===== src/rtl/sad_accumulator_if.sv =====
// Stream/result bundle between the pixel source, the SAD accumulator and the
// min-SAD comparator that consumes its results.
interface sad_accumulator_if #(
    parameter int PIX_W = 8
);
    logic             Start;
    logic [7:0]       CandRow;
    logic [7:0]       CandColumn;
    logic             PixValid;
    logic             PixReady;
    logic [PIX_W-1:0] CurPixel;
    logic [PIX_W-1:0] RefPixel;
    logic [31:0]      SAD;
    logic [7:0]       SADRow;
    logic [7:0]       SADColumn;
    logic             SADValid;
    logic             SADReady;
    logic             Busy;

    // Driver side: issues candidates, streams pixel pairs and accepts results.
    modport master (
        output Start, CandRow, CandColumn, PixValid, CurPixel, RefPixel, SADReady,
        input  PixReady, SAD, SADRow, SADColumn, SADValid, Busy
    );

    // Accumulator side.
    modport slave (
        input  Start, CandRow, CandColumn, PixValid, CurPixel, RefPixel, SADReady,
        output PixReady, SAD, SADRow, SADColumn, SADValid, Busy
    );
endinterface


===== src/rtl/sad_accumulator.sv =====
// Sum of absolute differences between a current-frame block and one candidate
// reference block. Pixel pairs stream in; the final sum plus the candidate's
// row/column tags are held until the downstream comparator accepts them.
module sad_accumulator #(
    parameter int BLOCK_W = 4,
    parameter int BLOCK_H = 4,
    parameter int PIX_W   = 8
) (
    input logic               Clk,
    input logic               Rst_n,
    sad_accumulator_if.slave  bus
);

    localparam int N     = BLOCK_W * BLOCK_H;
    localparam int CNT_W = (N > 1) ? $clog2(N) : 1;
    localparam logic [CNT_W-1:0] LAST = CNT_W'(N - 1);

    typedef enum logic [1:0] {
        IDLE,
        ACCUM,
        DONE
    } state_t;

    state_t           state_q,   state_d;
    logic [CNT_W-1:0] count_q,   count_d;
    logic [31:0]      acc_q,     acc_d;
    logic [7:0]       candRow_q, candRow_d;
    logic [7:0]       candCol_q, candCol_d;
    logic [31:0]      sad_q,     sad_d;
    logic [7:0]       sadRow_q,  sadRow_d;
    logic [7:0]       sadCol_q,  sadCol_d;

    logic [PIX_W-1:0] diff;
    logic [31:0]      diffExt;

    // State register plus all datapath registers; reset discards any partial candidate.
    always_ff @(posedge Clk or negedge Rst_n) begin
        if (!Rst_n) begin
            state_q   <= IDLE;
            count_q   <= '0;
            acc_q     <= '0;
            candRow_q <= '0;
            candCol_q <= '0;
            sad_q     <= '0;
            sadRow_q  <= '0;
            sadCol_q  <= '0;
        end else begin
            state_q   <= state_d;
            count_q   <= count_d;
            acc_q     <= acc_d;
            candRow_q <= candRow_d;
            candCol_q <= candCol_d;
            sad_q     <= sad_d;
            sadRow_q  <= sadRow_d;
            sadCol_q  <= sadCol_d;
        end
    end

    // Absolute difference of the current pair, zero-extended to the accumulator width.
    always_comb begin
        diff    = (bus.CurPixel >= bus.RefPixel) ? (bus.CurPixel - bus.RefPixel)
                                                 : (bus.RefPixel - bus.CurPixel);
        diffExt = 32'(diff);
    end

    // Next-state and datapath updates; the published result only changes on the last pair.
    always_comb begin
        state_d   = state_q;
        count_d   = count_q;
        acc_d     = acc_q;
        candRow_d = candRow_q;
        candCol_d = candCol_q;
        sad_d     = sad_q;
        sadRow_d  = sadRow_q;
        sadCol_d  = sadCol_q;

        case (state_q)
            IDLE: begin
                if (bus.Start) begin
                    candRow_d = bus.CandRow;
                    candCol_d = bus.CandColumn;
                    acc_d     = '0;
                    count_d   = '0;
                    state_d   = ACCUM;
                end
            end
            ACCUM: begin
                if (bus.PixValid) begin
                    acc_d   = acc_q + diffExt;
                    count_d = count_q + 1'b1;
                    if (count_q == LAST) begin
                        sad_d    = acc_q + diffExt;
                        sadRow_d = candRow_q;
                        sadCol_d = candCol_q;
                        count_d  = '0;
                        state_d  = DONE;
                    end
                end
            end
            DONE: begin
                if (bus.SADReady) begin
                    state_d = IDLE;
                end
            end
            default: begin
                state_d = IDLE;
            end
        endcase
    end

    assign bus.PixReady  = (state_q == ACCUM);
    assign bus.SADValid  = (state_q == DONE);
    assign bus.Busy      = (state_q != IDLE);
    assign bus.SAD       = sad_q;
    assign bus.SADRow    = sadRow_q;
    assign bus.SADColumn = sadCol_q;

endmodule


===== src/flat_wrapper.sv =====
// flat-port wrapper written by rule: the top's interface ports become plain ports
module sad_accumulator_flat 
#(
    parameter int BLOCK_W = 4,
    parameter int BLOCK_H = 4,
    parameter int PIX_W   = 8
)
  (Clk, Rst_n, bus_Start, bus_CandRow, bus_CandColumn, bus_PixValid, bus_CurPixel, bus_RefPixel, bus_SADReady, bus_PixReady, bus_SAD, bus_SADRow, bus_SADColumn, bus_SADValid, bus_Busy);
  sad_accumulator_if #(.PIX_W(PIX_W)) bus_i ();
  input logic Clk;
  input logic Rst_n;
  input wire logic [$bits(bus_i.Start)-1:0] bus_Start;
  input wire logic [$bits(bus_i.CandRow)-1:0] bus_CandRow;
  input wire logic [$bits(bus_i.CandColumn)-1:0] bus_CandColumn;
  input wire logic [$bits(bus_i.PixValid)-1:0] bus_PixValid;
  input wire logic [$bits(bus_i.CurPixel)-1:0] bus_CurPixel;
  input wire logic [$bits(bus_i.RefPixel)-1:0] bus_RefPixel;
  input wire logic [$bits(bus_i.SADReady)-1:0] bus_SADReady;
  output wire logic [$bits(bus_i.PixReady)-1:0] bus_PixReady;
  output wire logic [$bits(bus_i.SAD)-1:0] bus_SAD;
  output wire logic [$bits(bus_i.SADRow)-1:0] bus_SADRow;
  output wire logic [$bits(bus_i.SADColumn)-1:0] bus_SADColumn;
  output wire logic [$bits(bus_i.SADValid)-1:0] bus_SADValid;
  output wire logic [$bits(bus_i.Busy)-1:0] bus_Busy;
  assign bus_i.Start = bus_Start;
  assign bus_i.CandRow = bus_CandRow;
  assign bus_i.CandColumn = bus_CandColumn;
  assign bus_i.PixValid = bus_PixValid;
  assign bus_i.CurPixel = bus_CurPixel;
  assign bus_i.RefPixel = bus_RefPixel;
  assign bus_i.SADReady = bus_SADReady;
  assign bus_PixReady = bus_i.PixReady;
  assign bus_SAD = bus_i.SAD;
  assign bus_SADRow = bus_i.SADRow;
  assign bus_SADColumn = bus_i.SADColumn;
  assign bus_SADValid = bus_i.SADValid;
  assign bus_Busy = bus_i.Busy;
  sad_accumulator #(.BLOCK_W(BLOCK_W), .BLOCK_H(BLOCK_H), .PIX_W(PIX_W)) u_core (.Clk(Clk), .Rst_n(Rst_n), .bus(bus_i));
endmodule

===== config.mk =====
export PLATFORM = sky130hd
export DESIGN_NAME = sad_accumulator_flat
export DESIGN_NICKNAME = d
export VERILOG_FILES = /design/src/rtl/sad_accumulator_if.sv /design/src/rtl/sad_accumulator.sv /design/src/flat_wrapper.sv
export SDC_FILE = /design/constraint.sdc
export NUM_CORES = 1
export LEC_CHECK = 0
export ABC_AREA = 0
export CAP_MARGIN = 40
export CORE_ASPECT_RATIO = 0.6
export CORE_MARGIN = 3
export CORE_UTILIZATION = 45
export DETAILED_ROUTE_END_ITERATION = 8
export PLACE_DENSITY = 0.66
export SLEW_MARGIN = 20
export SYNTH_ARGS = -nofsm -noshare
export SYNTH_HDL_FRONTEND = slang
export SYNTH_SLANG_ARGS = --single-unit

===== constraint.sdc =====
create_clock -name Clk -period 2.5 [get_ports Clk]
set_input_delay 0.375 -clock Clk [delete_from_list [all_inputs] [get_ports Clk]]
set_output_delay 0.375 -clock Clk [all_outputs]
set_load 0.05 [all_outputs]

==> metrics.md <==
| Metric | Value |
|---|---|
| Status | complete, but fails checks |
| Failing checks | hold timing, setup timing |
| Synth Area in Simple Gates | 0.1605 |
| Unique masters post-synth | between 50 and 60 |
| Combinational share of power | 0.545 |
| Non-Filler Instances | approximately 930 |
| Post-synthesis cell count | roughly 600 |
| Largest net degree at the start of global routing | 47 |
| PortBufs | 87 |
| Design area | ~8400 µm² |
| Clk buf depth | 2 |
| Core ar. | 12220 µm² |
| Die height | between 90 and 100 µm |
| DRC viols | 0 |
| Commonest non-fill, non-tap cell in the layout | nand2_1 |
| Fraction of layout cells with a size suffix above 1 | 0.3039 |
| Iter 0 DRT Violations | 372 |
| Hold WC Path Type | in -> async |
| Post-CTS Hold Fix Bufs | 0 |
| Number of flops mapped to enable cells by yosys | 0 |
| Setup TNS | -66.79 ns |
| Fill cell count | just under 900 |
| Max VDD drop | around 0.63 mV |
| Synth Area in XOR/XNOR | 0.04919 |
| Worst slew pin tran | between 0.5 and 0.6 ns |
| Register area share after synthesis | 0.4480 |
| Leak Pwr | about 3.7 nW |
| Syn_area_per_cell | roughly 9.4 µm² |
| WP data arrival | about 4 ns |
| GRT Total Usage | 0.2280 |
| Ys flop type | dfrtp_1 |
| H-tree depth | 3 |
| Placed insts | 876 |
| Worst path required time | between 2 and 3 ns |
| Pre-antenna DRT Iters | 5 |
| CTS tree | yes |
| Clock Sinks | 102 |
| RR Endpoint | u_core.acc_q[12] |
| Initial core utilization | 0.4664 |
| PnR worst setup slack | -1.367 ns |
| Worst skew pair latency | between 0.3 and 0.4 ns |
| Max Slew Vio Count | 0 |
| Die area | ~14000 µm² |
| Core Util, Final | 0.6892 |
| Final Skew | ~0.011 ns |
| Number of global-route vias before repair | ~5.1k |
| Fin. Hold Viols | 2 |
| Clk root buf | clkbuf_16 |
| Seq pwr share | 0.286 |
| FF-to-FF Start | u_core.acc_q[0] |
| Grt ovf | 0 |
| Initial antenna violation count | 0 |
| RePlAce Congestion | 0.8760 |
| Final worst path period need | 3.867 ns |
| Mux cell area share after synthesis | 0.05424 |
| Die width | between 150 and 200 µm |
| Asr flop ratio synth | 1.000 |
| Post-synthesis adder-cell area fraction | 0.06324 |
| Internal power | around 4.8 mW |
| Switching fraction of total power | 0.4230 |
| Placement Cell Area | 7284 µm² |
| Worst-path fanout max | 6 |
| PD cells | 987.3 nW/µm² |
| Post-Syn Area | roughly 5700 µm² |
| Max_slew headroom | 0.6400 |
| Most frequent cells in the layout | nand2_1 (108), dfrtp_1 (102), clkdlybuf4s50_1 (70) |
| Net Switching | 3.517 mW |
| Routed vias | about 5.2k |
| Vias/cell | about 5.6 |
| Largest family of logic cells by synthesized area | compound AO/OA/AOI/OAI gates |
| Max cap viols | 0 |
| F_max | about 260 MHz |
| Average wire per standard cell | about 18 µm |
| Io pins | between 80 and 90 |
| R2r setup slk | around 0.050 ns |
| Fin nets | between 800 and 900 |
| Row cnt | 31 |
| Synth warnings | 0 |
| Synthesized Nets | around 670 |
| Layout area overhead | 47.78% |
| Flops & latches, synth | a little over 100 |
| Unrepaired setup endpoints after global routing | true |
| Crit path kind | in -> reg |
| Critical path launch point type | primary input |
| Total CTS buffers | 9 |
| Clock-pin slew on the worst setup and hold paths | 0.08 ns |
| Final setup violating endpoints | 61 |
| Post-route ant nets | 0 |
| HPWL Detailed | slightly above 10 mm |
| First-pass GRT wire length | around 26 mm |
| Synth Area in Compound Gates | 0.1689 |
| Clock share of power | 0.169 |
| Period utilisation layout | 1.547 |
| Hold WS | -0.003755 ns |
| N_diodes | 0 |
| Cells on worst reg2reg path | 10 |
| Nature of the critical path endpoint | flip-flop |
| Routed Wire Length | about 17 mm |
| Power Total | 8.314 mW |
==> critical path, cell delays in order <==
cell	delay [ns]
buf_12	0.11
inv_12	0.04
ha_4	0.12
inv_2	0.04
fa_2	0.37
nand3_2	0.10
a31oi_4	0.10
a211oi_4	0.21
buf_6	0.15
mux2_4	0.32
a211oi_2	0.29
xnor2_1	0.21
ha_1	0.32
a21o_1	0.20
a21o_1	0.17
a21o_4	0.25
buf_8	0.15
buf_6	0.12
o2111ai_4	0.22
xnor2_2	0.16
o21ai_2	0.08
==> stage by stage <==
stage / worst slack, ns / hold slack (ns)
floorplan: -1.323 / 0.07941
global placement: -1.914 / 0.3799
detailed placement: -2.077 / 0.3845
CTS: -1.164 / 0.01006
global route: -1.404 / 0.03452
finish: -1.367 / -0.003755
==> layer usage <==
metal,GRT usage,up-vias,share of wire
met4,0.05354,0,0.022
met1,0.3178,2546,0.44
met5,0,-,0
li1,-,2399,-
met2,0.3554,231,0.46
met3,0.06247,40,0.084
==> cells in the mapped netlist, types with 2 or more instances <==
cell type / number / area share
nand2_1: 114 / 0.075
dfrtp_1: 102 / 0.45
o21ai_0: 46 / 0.040
inv_1: 40 / 0.026
clkbuf_1: 25 / 0.016
ha_1: 24 / 0.053
mux2_2: 23 / 0.045
a21oi_1: 21 / 0.018
xnor2_1: 21 / 0.032
a31oi_1: 15 / 0.016
nor2_1: 15 / 0.0099
or3_1: 12 / 0.013
o211ai_1: 11 / 0.014
xor2_1: 11 / 0.017
a21o_1: 10 / 0.013
nand3_1: 8 / 0.0070
a22o_1: 7 / 0.011
nand4_1: 7 / 0.0077
buf_2: 6 / 0.0053
o2111ai_1: 6 / 0.0092
a41oi_1: 5 / 0.0077
and3_1: 5 / 0.0055
mux2i_1: 5 / 0.0088
nor2b_1: 5 / 0.0055
and2_1: 4 / 0.0044
and4_1: 4 / 0.0061
nor3_1: 4 / 0.0035
o21ai_1: 4 / 0.0035
or2_2: 4 / 0.0044
buf_4: 3 / 0.0040
fa_1: 3 / 0.011
nand2b_1: 3 / 0.0033
nand4_2: 3 / 0.0066
a211oi_1: 2 / 0.0026
a21oi_4: 2 / 0.0057
a311oi_1: 2 / 0.0031
buf_6: 2 / 0.0040
o21bai_1: 2 / 0.0026
o31ai_1: 2 / 0.0026
==> power by group through the flow <==
| stage | clock [mW] | sequential [mW] | combinational (mW) |
|---|---|---|---|
| after floorplan | 0 | 2.81 | 1.78 |
| after detailed placement | 0 | 2.37 | 3.27 |
| after global routing | 1.50 | 2.42 | 4.78 |
| after CTS | 1.42 | 2.35 | 3.93 |
| final | 1.40 | 2.38 | 4.53 |
| after global placement | 0 | 2.35 | 3.19 |
==> logic make-up (layout without fill, tap and decap cells) <==
kind of cell | after synthesis | in the layout
simple gates | 194 | 195
fa+ha+maj | 27 | 27
compound gates | 144 | 144
buf+inv | 76 | 232
xor+xnor | 32 | 32
flops | 102 | 102
mux | 28 | 28
==> worst max path at each step <==
stage | from | endpoint | slack, ns | depth (start not counted)
after floorplan | bus_CurPixel[0] | u_core.acc_q[26] | -1.32 | 19
after global placement | bus_CurPixel[0] | u_core.bus.SAD[30] | -1.91 | 19
after CTS | bus_CurPixel[0] | u_core.acc_q[12] | -1.16 | 19
after global routing | bus_CurPixel[0] | u_core.acc_q[12] | -1.40 | 21
after detailed placement | bus_CurPixel[0] | u_core.acc_q[12] | -2.08 | 19
final | bus_CurPixel[0] | u_core.bus.SAD[28] | -1.37 | 21
==> registers in the layout (all words and copies together) (netlist names) <==
signal and count:
u_core.count_q 4, u_core.candRow_q 8, u_core.state_q 2, u_core.bus.SADRow 8, u_core.bus.SAD 32, u_core.acc_q 32
u_core.candCol_q 8, u_core.bus.SADColumn 8
==> layout make-up <==
class	count	area, µm²	share of cell area
Multi-Input combinational cell	426	3516	0.4175
Timing Repair Buffer	176	1692	0.2009
Inverter	40	162.7	0.01932
Clock buffer	10	229.0	0.02719
Tap cell	165	206.4	0.02452
Sequential cell	102	2552	0.3031
Clock inverter	6	62.56	0.007429
==> repair_timing <==
| item | in CTS | in global routing |
|---|---|---|
| hold endpoints to repair | 0 | 0 |
| gates resized for setup | 120 | 54 |
| setup buffers | 17 | 14 |
| endpoints found under the setup margin | 62 | 62 |
| gates cloned | 3 | 0 |
| pin swaps | 71 | 71 |
No activity file was read; power rests on OpenSTA's default activity.
